<file path="config.mk">
export PLATFORM = sky130hd
export DESIGN_NAME = cache_mem_arbiter
export DESIGN_NICKNAME = d
export VERILOG_FILES = /design/src/rtl/cache_mem_arbiter.sv
export SDC_FILE = /design/constraint.sdc
export NUM_CORES = 1
export LEC_CHECK = 0
export BUFFER_PORTS_ARGS = -buffer_cell sky130_fd_sc_hd__clkbuf_2
export CAP_MARGIN = 15
export CORE_AREA = 2 2 281 283
export CTS_CLUSTER_DIAMETER = 200
export DETAILED_ROUTE_END_ITERATION = 10
export DIE_AREA = 0 0 283 285
export SYNTH_ARGS = -nofsm -noshare
export SYNTH_HDL_FRONTEND = slang
export SYNTH_SLANG_ARGS = --single-unit
</file>
<file path="constraint.sdc">
create_clock -name clk -period 5.4 [get_ports clk]
set_clock_uncertainty 0.15 [all_clocks]
set_input_delay 0.81 -clock clk [delete_from_list [all_inputs] [get_ports clk]]
set_output_delay 0.81 -clock clk [all_outputs]
set_load 0.03 [all_outputs]
</file>
<file path="src/rtl/cache_mem_arbiter.sv">
// -----------------------------------------------------------------------------
// cache_mem_arbiter
//
// Shares one line-granular memory port between an I-cache (fills only) and a
// D-cache (fills and write-backs). One transaction is outstanding at a time.
// When both sides ask in the same IDLE cycle, the side that was not served
// most recently wins, so two saturating requesters strictly alternate.
//
// Ports
//   clk, rst_n          : clock, asynchronous active-low reset
//   I_mem_read          : I-cache fill request (held until I_mem_ready)
//   I_mem_addr          : I-cache line address
//   I_mem_ready         : one-cycle completion pulse to the I-cache
//   I_mem_rdata         : I-cache fill data (holds last captured value)
//   D_mem_read/_write   : D-cache fill / write-back request (held until ready)
//   D_mem_addr/_wdata   : D-cache line address / write-back data
//   D_mem_ready         : one-cycle completion pulse to the D-cache
//   D_mem_rdata         : D-cache fill data (holds last captured value)
//   mem_read/mem_write  : registered request to shared memory
//   mem_addr/mem_wdata  : registered request fields, stable until mem_ready
//   mem_ready/mem_rdata : memory completion pulse and its data
// -----------------------------------------------------------------------------
module cache_mem_arbiter #(
    parameter int ADDR_W = 28,
    parameter int DATA_W = 128
) (
    input  logic              clk,
    input  logic              rst_n,

    input  logic              I_mem_read,
    input  logic [ADDR_W-1:0] I_mem_addr,
    output logic              I_mem_ready,
    output logic [DATA_W-1:0] I_mem_rdata,

    input  logic              D_mem_read,
    input  logic              D_mem_write,
    input  logic [ADDR_W-1:0] D_mem_addr,
    input  logic [DATA_W-1:0] D_mem_wdata,
    output logic              D_mem_ready,
    output logic [DATA_W-1:0] D_mem_rdata,

    output logic              mem_read,
    output logic              mem_write,
    output logic [ADDR_W-1:0] mem_addr,
    output logic [DATA_W-1:0] mem_wdata,
    input  logic              mem_ready,
    input  logic [DATA_W-1:0] mem_rdata
);

    typedef enum logic [1:0] {
        IDLE    = 2'd0,
        SERVE_I = 2'd1,
        SERVE_D = 2'd2,
        RESP    = 2'd3
    } state_e;

    // Memory-side request, latched whole at grant time.
    typedef struct packed {
        logic              rd;
        logic              wr;
        logic [ADDR_W-1:0] addr;
        logic [DATA_W-1:0] wdata;
    } mreq_t;

    state_e            state_q,  state_d;
    mreq_t             mreq_q,   mreq_d;
    logic              last_d_q, last_d_d;   // 1: D was served most recently
    logic              resp_d_q, resp_d_d;   // 1: current RESP belongs to D
    logic [DATA_W-1:0] i_rdata_q, i_rdata_d;
    logic [DATA_W-1:0] d_rdata_q, d_rdata_d;

    logic d_pend;
    logic grant_d;

    assign d_pend  = D_mem_read | D_mem_write;
    // D wins if it is alone, or on a tie when I had the previous turn.
    assign grant_d = d_pend & (~I_mem_read | ~last_d_q);

    always_comb begin
        state_d   = state_q;
        mreq_d    = mreq_q;
        last_d_d  = last_d_q;
        resp_d_d  = resp_d_q;
        i_rdata_d = i_rdata_q;
        d_rdata_d = d_rdata_q;

        unique case (state_q)
            IDLE: begin
                if (grant_d) begin
                    state_d      = SERVE_D;
                    // A simultaneous read+write is treated as a write-back.
                    mreq_d.wr    = D_mem_write;
                    mreq_d.rd    = ~D_mem_write;
                    mreq_d.addr  = D_mem_addr;
                    mreq_d.wdata = D_mem_wdata;
                end else if (I_mem_read) begin
                    state_d      = SERVE_I;
                    mreq_d.rd    = 1'b1;
                    mreq_d.wr    = 1'b0;
                    mreq_d.addr  = I_mem_addr;
                    mreq_d.wdata = '0;
                end
            end

            SERVE_I: begin
                if (mem_ready) begin
                    state_d   = RESP;
                    mreq_d.rd = 1'b0;
                    mreq_d.wr = 1'b0;
                    i_rdata_d = mem_rdata;
                    last_d_d  = 1'b0;
                    resp_d_d  = 1'b0;
                end
            end

            SERVE_D: begin
                if (mem_ready) begin
                    state_d   = RESP;
                    mreq_d.rd = 1'b0;
                    mreq_d.wr = 1'b0;
                    d_rdata_d = mem_rdata;
                    last_d_d  = 1'b1;
                    resp_d_d  = 1'b1;
                end
            end

            // Single-cycle pulse; requests are deliberately not looked at
            // here so a request still held during the pulse is not re-granted.
            RESP: begin
                state_d = IDLE;
            end

            default: begin
                state_d = IDLE;
            end
        endcase
    end

    always_ff @(posedge clk or negedge rst_n) begin
        if (!rst_n) begin
            state_q   <= IDLE;
            mreq_q    <= '0;
            last_d_q  <= 1'b0;
            resp_d_q  <= 1'b0;
            i_rdata_q <= '0;
            d_rdata_q <= '0;
        end else begin
            state_q   <= state_d;
            mreq_q    <= mreq_d;
            last_d_q  <= last_d_d;
            resp_d_q  <= resp_d_d;
            i_rdata_q <= i_rdata_d;
            d_rdata_q <= d_rdata_d;
        end
    end

    // Ready pulses decode straight from registered state, so they vanish
    // the instant reset is asserted.
    assign I_mem_ready = (state_q == RESP) & ~resp_d_q;
    assign D_mem_ready = (state_q == RESP) &  resp_d_q;
    assign I_mem_rdata = i_rdata_q;
    assign D_mem_rdata = d_rdata_q;

    assign mem_read    = mreq_q.rd;
    assign mem_write   = mreq_q.wr;
    assign mem_addr    = mreq_q.addr;
    assign mem_wdata   = mreq_q.wdata;

endmodule

</file>
==> results of run 1 <==
## worst max-delay path: cells and delay by family, from the launching register on
kind | cells | cell delay, ns
DFF | 1 | 0.39
buffers and inverters | 1 | 0.23
and+or+nand+nor | 1 | 0.18
adders and majority gates | 1 | 0.20
## flip-flops by register name, summed over array words and instances, names as in the netlist
| signal | count |
|---|---|
| mem_write | 1 |
| mem_addr | 28 |
| resp_d_q | 1 |
| mem_wdata | 128 |
| state_q | 2 |
| I_mem_rdata | 128 |
| D_mem_rdata | 128 |
| mem_read | 1 |
## power by group
part           internal [uW]  switching (uW)
combinational           2480            5460
clock                   2030            1340
sequential              4730             847
total                   9250            7650
## cells in the final DEF, fill, tap and decap left out, drive strengths merged
cell type / Yosys / routed
clkbuf: 26 / 805
dfrtp: 417 / 417
nand2: 288 / 288
mux2: 257 / 257
o21ai: 156 / 156
mux2i: 31 / 31
buf: 53 / 16
clkinv: 0 / 12
ha: 5 / 5
inv: 3 / 4
diode: 0 / 3
bufinv: 0 / 3
nor3: 2 / 2
nor2b: 1 / 1
and2: 1 / 1
o31ai: 1 / 1
a2bb2oi: 1 / 1
nor2: 1 / 1
a21oi: 1 / 1
a22oi: 1 / 1
a22o: 1 / 1
a21boi: 1 / 1
nor3b: 1 / 1
a211o: 1 / 1
o2bb2ai: 1 / 1
clkinvlp: 0 / 1
## metrics by stage
stage	power, uW	instances	setup WS, ns
finish	16900	3062	2.89
global route	17900	3061	2.76
CTS	17100	3059	2.80
detailed placement	13700	2969	2.42
floorplan	11000	1250	3.38
global placement	13500	2969	2.52
## cell type report
cell class,count,area (sq um),share of cell area [%]
Multi-Input combinational cell,751,5270,23.3
Antenna cell,3,7.51,0.0332
Clock inverter,17,184,0.815
Inverter,3,11.3,0.0499
Tap cell,1050,1310,5.82
Clock buffer,73,1480,6.54
Sequential cell,417,10400,46.2
Timing Repair Buffer,748,3880,17.2
## cells in the mapped netlist (all sizes together) (2+ instances only)
master / number / area, sq um
buf: 53 / 337
clkbuf: 26 / 97.6
inv: 3 / 11.3
ha: 5 / 62.6
mux2: 257 / 2890
mux2i: 31 / 310
nor3: 2 / 10.0
o21ai: 156 / 781
dfrtp: 417 / 10400
nand2: 288 / 1080
## routing by layer
| metal | track usage (%) | up-vias |
|---|---|---|
| met1 | 14.5 | 5705 |
| met4 | 4.48 | 0 |
| met5 | 0 | - |
| met2 | 20.0 | 423 |
| met3 | 2.97 | 83 |
| li1 | - | 5669 |
## final timing paths
kind                                      start          endpoint  slack, ns  cells after the start
worst max-delay path                 state_q[0]       I_mem_ready       2.89                      3
worst min register to register   mem_wdata[124]    mem_wdata[124]       0.33                      2
max in group asynchronous                 rst_n   D_mem_rdata[15]       3.78                      2
worst min-delay path                      rst_n  I_mem_rdata[108]       0.10                      1
worst max register to register         resp_d_q       mem_addr[6]       2.89                      4
min in group clk                D_mem_wdata[91]     mem_wdata[91]       0.29                      3
## kinds of logic after synthesis
group,Yosys count
AOI/OAI and AO/OA,164
adders and majority gates,5
and+or+nand+nor,294
buffers and inverters,82
muxes,288
DFF,417
==> reports/qor.csv, run 1 <==
stage,metric,value,unit
run_status,status,completed,
floorplan,IO Pins,734,
global_routing,vias in the first global route,12195,
floorplan,Die Wd,283,um
sta,RSZ-0062 raised after global routing,no,
setup_path,"slowest stage delay, CP",0.39,ns
layout,Syn-to-layout area delta,40.0,%
setup_path,CP Class,register to primary output,
place,gpl congestion,0.839,
setup_path,crit end category,primary output,
layout,post-layout util,29.0,%
setup_path,"Data required, critical path",4.44,ns
floorplan,Starting Density,20.7,%
logic_synthesis,Mapped Cells,1250,
sta,Fin. Hold Viols,0,
global_routing,Overflow after GRT,0,
detailed_routing,WL/cell,16.0,um
power,Leak,0.0114,uW
setup_path,Worst EP arrival,1.55,ns
floorplan,row count,103,
cts,post-cts sizing count,0,
layout,# nets final,2292,
setup_path,crit path max fanout,4,
floorplan,Die Y,285,um
cts,number of post-CTS setup repair buffers,0,
setup_path,critical path cell sequence,"ha_1, nor2b_1, clkbuf_2",
cts,root buffer cell,clkbuf_16,
floorplan,core footprint,0.0780,sq mm
logic_synthesis,asr flop ratio synth,100,%
logic_synthesis,adder-cell share of the synthesized area,0.388,%
layout,Fillers,8147,
sta,Setup TNS,0,ns
logic_synthesis,prevailing post-synth register cell,dfrtp_1,
power,worst vdd ir,359,uV
flow_run,max_cap viols,0,
place,port bufs,733,
global_routing,Total GRT Usage,11.8,%
global_routing,initial antenna violation count,2,
cts,Longest Clk Path Bufs,3,
cts,"CTS clk-pin slew, worst paths",0.06,ns
logic_synthesis,Yosys reg bits,417,
logic_synthesis,Synth Area in Compound Gates,5.35,%
logic_synthesis,largest family of logic cells by synthesized area,multiplexers,
detailed_routing,met3 wire len,3.24,mm
cts,H-tree depth,2,
sta,FMAX,398,MHz
logic_synthesis,number of flops mapped to enable cells by yosys,0,
detailed_routing,DR vias/cell,3.88,
logic_synthesis,multiplexer share of the synthesized area,19.9,%
detailed_routing,Total Routed Length,49.0,mm
logic_synthesis,cell area after synthesis,0.0161,sq mm
cts,CTS Buf Count,48,
detailed_routing,drt drc,0,
cts,TritonCTS clock tree,built,
cts,clock latency on the worst-skew pair,0.56,ns
logic_synthesis,Synth Area in XOR/XNOR,0,%
logic_synthesis,Synth Area in Simple Gates,6.91,%
setup_path,CP Launch Type,register,
detailed_routing,met1 wire length,19.9,mm
power,Power Dens Cells,749,mW/mm^2
logic_synthesis,Synth warnings,0,
cts,clock sinks,417,
floorplan,DIE AREA,0.0807,sq mm
global_routing,first-pass GRT wire length,75.3,mm
detailed_routing,DR iter-0 viols,596,
detailed_routing,DR vias,11880,
sta,Slew HR,41.8,%
logic_synthesis,Post-Syn Area per Cell,12.9,sq um
logic_synthesis,post-synthesis cell type count,25,
cts,cts hold-fix bufs,0,
layout,layout cell share with drive strength beyond 1,54.3,%
sta,final period utilization,46.6,%
sta,hold_ws,0.101,ns
detailed_routing,DRT Pass-1 Iters,4,
logic_synthesis,sequential area share after synthesis,64.7,%
sta,max-slew violation count,0,
sta,final setup violation count,0,
sta,fin crit period,2.51,ns
min_path,class of the worst hold path,input port to asynchronous set/reset pin,
detailed_routing,Routed Antenna Nets,0,
detailed_routing,WL met2,24.2,mm
sta,worst slew pin tran,0.872,ns
detailed_routing,highest metal used,met4,
place,Post-DP HPWL,36.5,mm
place,DP Area,0.0209,sq mm
layout,Layout Cell Area excl Fill,0.0226,sq mm
setup_path,"Slowest-stage cell, CP",dfrtp_1,
global_routing,largest net degree at the start of global routing,136,
logic_synthesis,Syn Nets,1573,
(Power assumes the default switching activity.)
==> run 2, diff against run 1 <==
- clock period: 5.4 -> 2.6 ns (I/O delays scaled with it)
==> reports/qor.csv, run 2 (synthesis gave the netlist of run 1 again) <==
stage,metric,value,unit,change
detailed_routing,DR iter-0 viols,444,,was 596
place,DP Area,0.0213,sq mm,was 0.0209 sq mm
setup_path,CP Launch Type,register,,unchanged
layout,Syn-to-layout area delta,60.7,%,was 40.0%
floorplan,DIE AREA,0.0807,sq mm,unchanged
sta,Setup TNS,0,ns,unchanged
sta,FMAX,428,MHz,
floorplan,Die Y,285,um,unchanged
setup_path,"Data required, critical path",2.89,ns,was 4.44 ns
layout,"commonest cells after routing, fill and taps aside","clkbuf_2, dfrtp_1, dlygate4sd3_1",,"was clkbuf_2, dfrtp_1, nand2_1"
global_routing,first-pass GRT wire length,82.7,mm,was 75.3 mm
detailed_routing,DR vias/cell,3.93,,was 3.88
run_status,status,completed,,unchanged
layout,Non-Filler Instances,3404,,"was 3,062"
global_routing,largest net degree at the start of global routing,67,,was 136
sta,worst slew pin tran,0.580,ns,was 0.872 ns
detailed_routing,DR vias,13370,,"was 11,880"
global_routing,Overflow after GRT,0,,unchanged
setup_path,Worst EP arrival,2.63,ns,was 1.55 ns
floorplan,Starting Density,20.7,%,unchanged
sta,Slew HR,61.3,%,was 41.8%
floorplan,row count,103,,unchanged
setup_path,critical path cell sequence,"a2bb2oi_4, buf_12, buf_4, mux2i_1, dlygate4sd3_1, o21ai_0",,"was ha_1, nor2b_1, clkbuf_2"
place,port bufs,733,,unchanged
layout,"commonest non-fill, non-tap cell in the layout",clkbuf_2,,unchanged
layout,layout cell share with drive strength beyond 1,47.9,%,was 54.3%
cts,root buffer cell,clkbuf_16,,unchanged
cts,Longest Clk Path Bufs,3,,unchanged
sta,final setup violation count,0,,unchanged
setup_path,largest delay contributor family on the critical path,buffers and inverters,,was flip-flops
detailed_routing,Total Routed Length,53.6,mm,was 49.0 mm
layout,post-layout util,33.2,%,was 29.0%
floorplan,IO Pins,734,,unchanged
cts,clock latency on the worst-skew pair,0.57,ns,was 0.56 ns
floorplan,core footprint,0.0780,sq mm,unchanged
place,Post-DP HPWL,39.0,mm,was 36.5 mm
sta,fin crit period,2.34,ns,
power,Leak,0.0128,uW,was 0.0114 uW
sta,max-slew violation count,0,,unchanged
min_path,class of the worst hold path,input port to register,,was input port to asynchronous set/reset pin
global_routing,initial antenna violation count,5,,was 2
setup_path,crit path buf inv count,3,,was 1
layout,Layout Cell Area excl Fill,0.0259,sq mm,was 0.0226 sq mm
layout,# nets final,2638,,"was 2,292"
floorplan,Die Wd,283,um,unchanged
setup_path,crit path max fanout,38,,was 4
detailed_routing,drt drc,0,,unchanged
place,Placed Instances,3012,,"was 2,969"
setup_path,"slowest stage delay, CP",0.58,ns,was 0.39 ns
detailed_routing,DRT Pass-1 Iters,4,,unchanged
cts,TritonCTS clock tree,built,,unchanged
cts,"CTS clk-pin slew, worst paths",0.06,ns,about the same
power,worst vdd ir,873,uV,was 359 uV
power,Power Dens Cells,1380,mW/mm^2,was 749 mW/mm^2
global_routing,Total GRT Usage,12.8,%,was 11.8%
sta,RSZ-0062 raised after global routing,no,,unchanged
cts,clock sinks,417,,unchanged
setup_path,CP Class,register to register,,was register to primary output
place,gpl congestion,0.859,,was 0.839
setup_path,crit end category,register,,was primary output
flow_run,max_cap viols,0,,unchanged
global_routing,vias in the first global route,14264,,"was 12,195"
cts,CTS Buf Count,47,,was 48
setup_path,"Slowest-stage cell, CP",dlygate4sd3_1,,was dfrtp_1
detailed_routing,WL/cell,15.8,um,was 16.0 um
sta,Fin. Hold Viols,0,,unchanged
sta,final period utilization,89.8,%,
detailed_routing,Routed Antenna Nets,0,,unchanged
cts,H-tree depth,2,,unchanged
cts,number of post-CTS setup repair buffers,0,,unchanged
## run 2: area by class of cell
| cell class | instances | area, sq um |
|---|---|---|
| clock buffers | 67 | 1350 |
| clock inverters | 16 | 226 |
| multi-input cells | 751 | 5270 |
| fillers | 7742 | 52100 |
| repair buffers | 1095 | 7290 |
| flip-flops and latches | 417 | 10400 |
| well taps | 1050 | 1310 |
| inverters | 3 | 11.3 |
| diodes | 5 | 12.5 |
## run 2: worst paths after layout
| path | cells after the start | startpoint | slack [ns] | endpoint |
|---|---|---|---|---|
| min in group asynchronous | 2 | rst_n | 0.23 | I_mem_rdata[58] |
| worst max register to register | 6 | resp_d_q | 0.26 | mem_addr[2] |
| worst max-delay path | 6 | resp_d_q | 0.26 | mem_addr[2] |
| worst min register to register | 2 | mem_wdata[75] | 0.33 | mem_wdata[75] |
| max in group asynchronous | 3 | rst_n | 1.25 | I_mem_rdata[52] |
| worst min-delay path | 3 | I_mem_addr[23] | 0.02 | mem_addr[23] |
## run 2: what timing repair did
item | CTS | global route
hold buffers | 304 | 0
endpoints found under the hold margin | 455 | 0
resized for setup | 0 | 0
## run 2: layer usage
metal / wire length, um / share of wire [%] / GRT usage, %
met3: 3200 / 6.0 / 3.17
met4: 2260 / 4.2 / 5.86
met2: 26300 / 49 / 21.6
met1: 21900 / 41 / 15.5
met5: 0 / 0 / 0
## run 2: worst reg2reg max path: cells and delay by family (launching register included)
kind            cells  cell delay [ns]
compound gates      2             0.25
mux                 1             0.22
flops               1             0.45
buf+inv             3             1.14
## run 2: through the flow
| step | hold slack, ns | setup WS, ns | total power, uW |
|---|---|---|---|
| global placement | 0.246 | 0.550 | 28400 |
| CTS | 0.00259 | 0.291 | 36200 |
| finish | 0.0231 | 0.264 | 35800 |
| floorplan | -0.0556 | 0.779 | 22900 |
| detailed placement | 0.250 | 0.499 | 28700 |
| global route | 0.0580 | 0.136 | 37800 |
## run 2: power breakdown
group | leakage, uW | internal (uW) | switching [uW]
Combinational | 0.00694 | 5730 | 11600
Clock | 0.000779 | 4110 | 2730
Sequential | 0.00509 | 9840 | 1820
Total | 0.0128 | 19700 | 16200
==> run 3, diff against run 2 <==
--- a/config.mk
+++ b/config.mk
@@ -8,3 +8,3 @@
 export BUFFER_PORTS_ARGS = -buffer_cell sky130_fd_sc_hd__clkbuf_2
-export CAP_MARGIN = 15
+export CAP_MARGIN = 20
 export CORE_AREA = 2 2 281 283
==> constraint.sdc (replaced) <==
create_clock -name clk -period 2.6 [get_ports clk]
set_clock_uncertainty 0.15 [all_clocks]
set_input_delay 0 -clock clk [delete_from_list [all_inputs] [get_ports clk]]
set_output_delay 0 -clock clk [all_outputs]
set_load 0.03 [all_outputs]
==> reports/qor.csv, run 3 (synthesis gave the netlist of run 1 again) <==
stage,metric,value,unit,change
floorplan,Starting Density,20.7,%,unchanged
cts,"CTS clk-pin slew, worst paths",0.06,ns,about the same
setup_path,crit path max fanout,22,,was 38
floorplan,core footprint,0.0780,sq mm,unchanged
setup_path,critical path cell sequence,"a2bb2oi_4, buf_12, nand2_1, dlygate4sd3_1, o21ai_0, dlygate4sd3_1",,"was a2bb2oi_4, buf_12, buf_4, mux2i_1, dlygate4sd3_1, o21ai_0"
floorplan,Die Wd,283,um,unchanged
sta,Fin. Hold Viols,0,,unchanged
layout,"commonest non-fill, non-tap cell in the layout",clkbuf_2,,unchanged
power,Power Dens Cells,1370,mW/mm^2,was 1380 mW/mm^2
cts,Longest Clk Path Bufs,3,,unchanged
detailed_routing,drt drc,0,,unchanged
setup_path,crit path buf inv count,3,,unchanged
global_routing,Total GRT Usage,13.5,%,was 12.8%
global_routing,Overflow after GRT,0,,unchanged
setup_path,CP Launch Type,register,,unchanged
setup_path,crit end category,register,,unchanged
sta,RSZ-0062 raised after global routing,no,,unchanged
floorplan,DIE AREA,0.0807,sq mm,unchanged
place,Post-DP HPWL,39.2,mm,was 39.0 mm
min_path,class of the worst hold path,input port to register,,unchanged
floorplan,IO Pins,734,,unchanged
detailed_routing,DR vias,14001,,"was 13,370"
layout,layout cell share with drive strength beyond 1,45.9,%,was 47.9%
layout,Syn-to-layout area delta,67.0,%,was 60.7%
cts,root buffer cell,clkbuf_16,,unchanged
sta,FMAX,400,MHz,was 428 MHz
sta,worst slew pin tran,0.509,ns,was 0.580 ns
global_routing,initial antenna violation count,6,,was 5
floorplan,row count,103,,unchanged
setup_path,Most Frequent Cell on Critical Path,dlygate4sd3_1,,
cts,clock latency on the worst-skew pair,0.57,ns,about the same
detailed_routing,DRT Pass-1 Iters,5,,was 4
power,Leak,0.0133,uW,was 0.0128 uW
floorplan,Die Y,285,um,unchanged
layout,"commonest cells after routing, fill and taps aside","clkbuf_2, dfrtp_1, dlygate4sd3_1",,unchanged
flow_run,max_cap viols,0,,unchanged
global_routing,first-pass GRT wire length,87.1,mm,was 82.7 mm
cts,CTS Buf Count,46,,was 47
detailed_routing,Total Routed Length,56.4,mm,was 53.6 mm
sta,final period utilization,96.2,%,was 89.8%
detailed_routing,DR vias/cell,4.00,,was 3.93
setup_path,Worst EP arrival,2.86,ns,was 2.63 ns
power,total power,36800,uW,"was 35,800 uW"
power,worst vdd ir,958,uV,was 873 uV
setup_path,"Data required, critical path",2.96,ns,was 2.89 ns
setup_path,CP Class,register to register,,unchanged
cts,post-cts sizing count,0,,unchanged
place,gpl congestion,0.862,,was 0.859
sta,max-slew violation count,0,,unchanged
sta,Slew HR,66.1,%,was 61.3%
cts,H-tree depth,2,,unchanged
place,port bufs,733,,unchanged
layout,Fillers,7636,,"was 7,742"
sta,final setup violation count,0,,unchanged
cts,TritonCTS clock tree,built,,unchanged
detailed_routing,WL/cell,16.1,um,was 15.8 um
sta,fin crit period,2.50,ns,was 2.34 ns
layout,# nets final,2728,,"was 2,638"
global_routing,vias in the first global route,15162,,"was 14,264"
detailed_routing,Routed Antenna Nets,0,,unchanged
run_status,status,completed,,unchanged
cts,clock sinks,417,,unchanged
sta,Setup TNS,0,ns,unchanged
detailed_routing,DR iter-0 viols,526,,was 444
setup_path,"Slowest-stage cell, CP",dlygate4sd3_1,,unchanged
setup_path,"slowest stage delay, CP",0.57,ns,was 0.58 ns
setup_path,largest delay contributor family on the critical path,buffers and inverters,,unchanged
global_routing,largest net degree at the start of global routing,76,,was 67
==> run 3: changes by cell type in the layout (fill, tap and decap cells not counted), moves of 2 or more <==
cell / delta
clkinv_2: -2
dlygate4sd3_1: +97
buf_4: -12
buf_12: +4
bufinv_16: -2
clkbuf_8: +5
==> run 3: routing by layer <==
metal	GRT usage [%]	vias up	routed length (um)	share of wire (%)
met3	3.23	156	3310	5.9
met4	6.88	0	2750	4.9
met1	15.6	6802	22300	39
met5	0	-	0	0
li1	-	6547	-	-
met2	23.4	496	28100	50
==> run 3: final cells by class <==
| type | count | area [sq um] | share of cell area (%) |
|---|---|---|---|
| inverter | 3 | 11.3 | 0.0418 |
| multi-input combinational | 751 | 5270 | 19.6 |
| tap | 1050 | 1310 | 4.88 |
| clock inverter | 12 | 156 | 0.581 |
| timing repair buffer | 1186 | 8310 | 30.8 |
| sequential | 417 | 10400 | 38.7 |
| antenna | 6 | 15.0 | 0.0558 |
| clock buffer | 72 | 1420 | 5.27 |
==> run 3: timing repair <==
item                                   CTS  global route
buffers inserted                         0             2
endpoints found under the hold margin  834             0
setup endpoints to repair                0             9
hold buffers                           402             0
==> run 3: metrics by stage <==
stage | hold slack [ns] | std cells | setup WS, ns | util [%] | cell area (sq um)
after floorplan | -0.446 | 1250 | 0.779 | - | 16100
after global placement | -0.123 | 3002 | 0.611 | 27.3 | 21300
after detailed placement | -0.123 | 3002 | 0.574 | 27.3 | 21300
after CTS | 0.00271 | 3488 | 0.0363 | 34.5 | 26900
after global routing | 0.0219 | 3497 | 0.00796 | 34.5 | 26900
final | 0.0521 | 3497 | 0.0989 | 34.5 | 26900
==> run 3: path summary, 6_finish.rpt <==
| path | from | to | slack, ns | cells after the start |
|---|---|---|---|---|
| setup / recovery | resp_d_q | mem_wdata[121] | 0.1 | 6 |
| hold / removal | D_mem_wdata[118] | mem_wdata[118] | 0.05 | 4 |
| setup reg to reg | resp_d_q | mem_wdata[121] | 0.1 | 6 |
| hold reg to reg | mem_addr[25] | mem_addr[25] | 0.33 | 2 |
| max in group asynchronous | rst_n | mem_addr[14] | 1.29 | 4 |
| min in group asynchronous | rst_n | D_mem_rdata[62] | 0.55 | 4 |
==> run 3: where the power goes <==
group          internal, uW  switching (uW)
Combinational          6520           11900
Sequential             9840            1850
Clock                  4050            2720
==> run 3: tightest hold or removal path, stage by stage <==
cell and delay, ns:
dlygate4sd3_1 0.53, clkbuf_2 0.10, nand2_1 0.04, o21ai_1 0.05
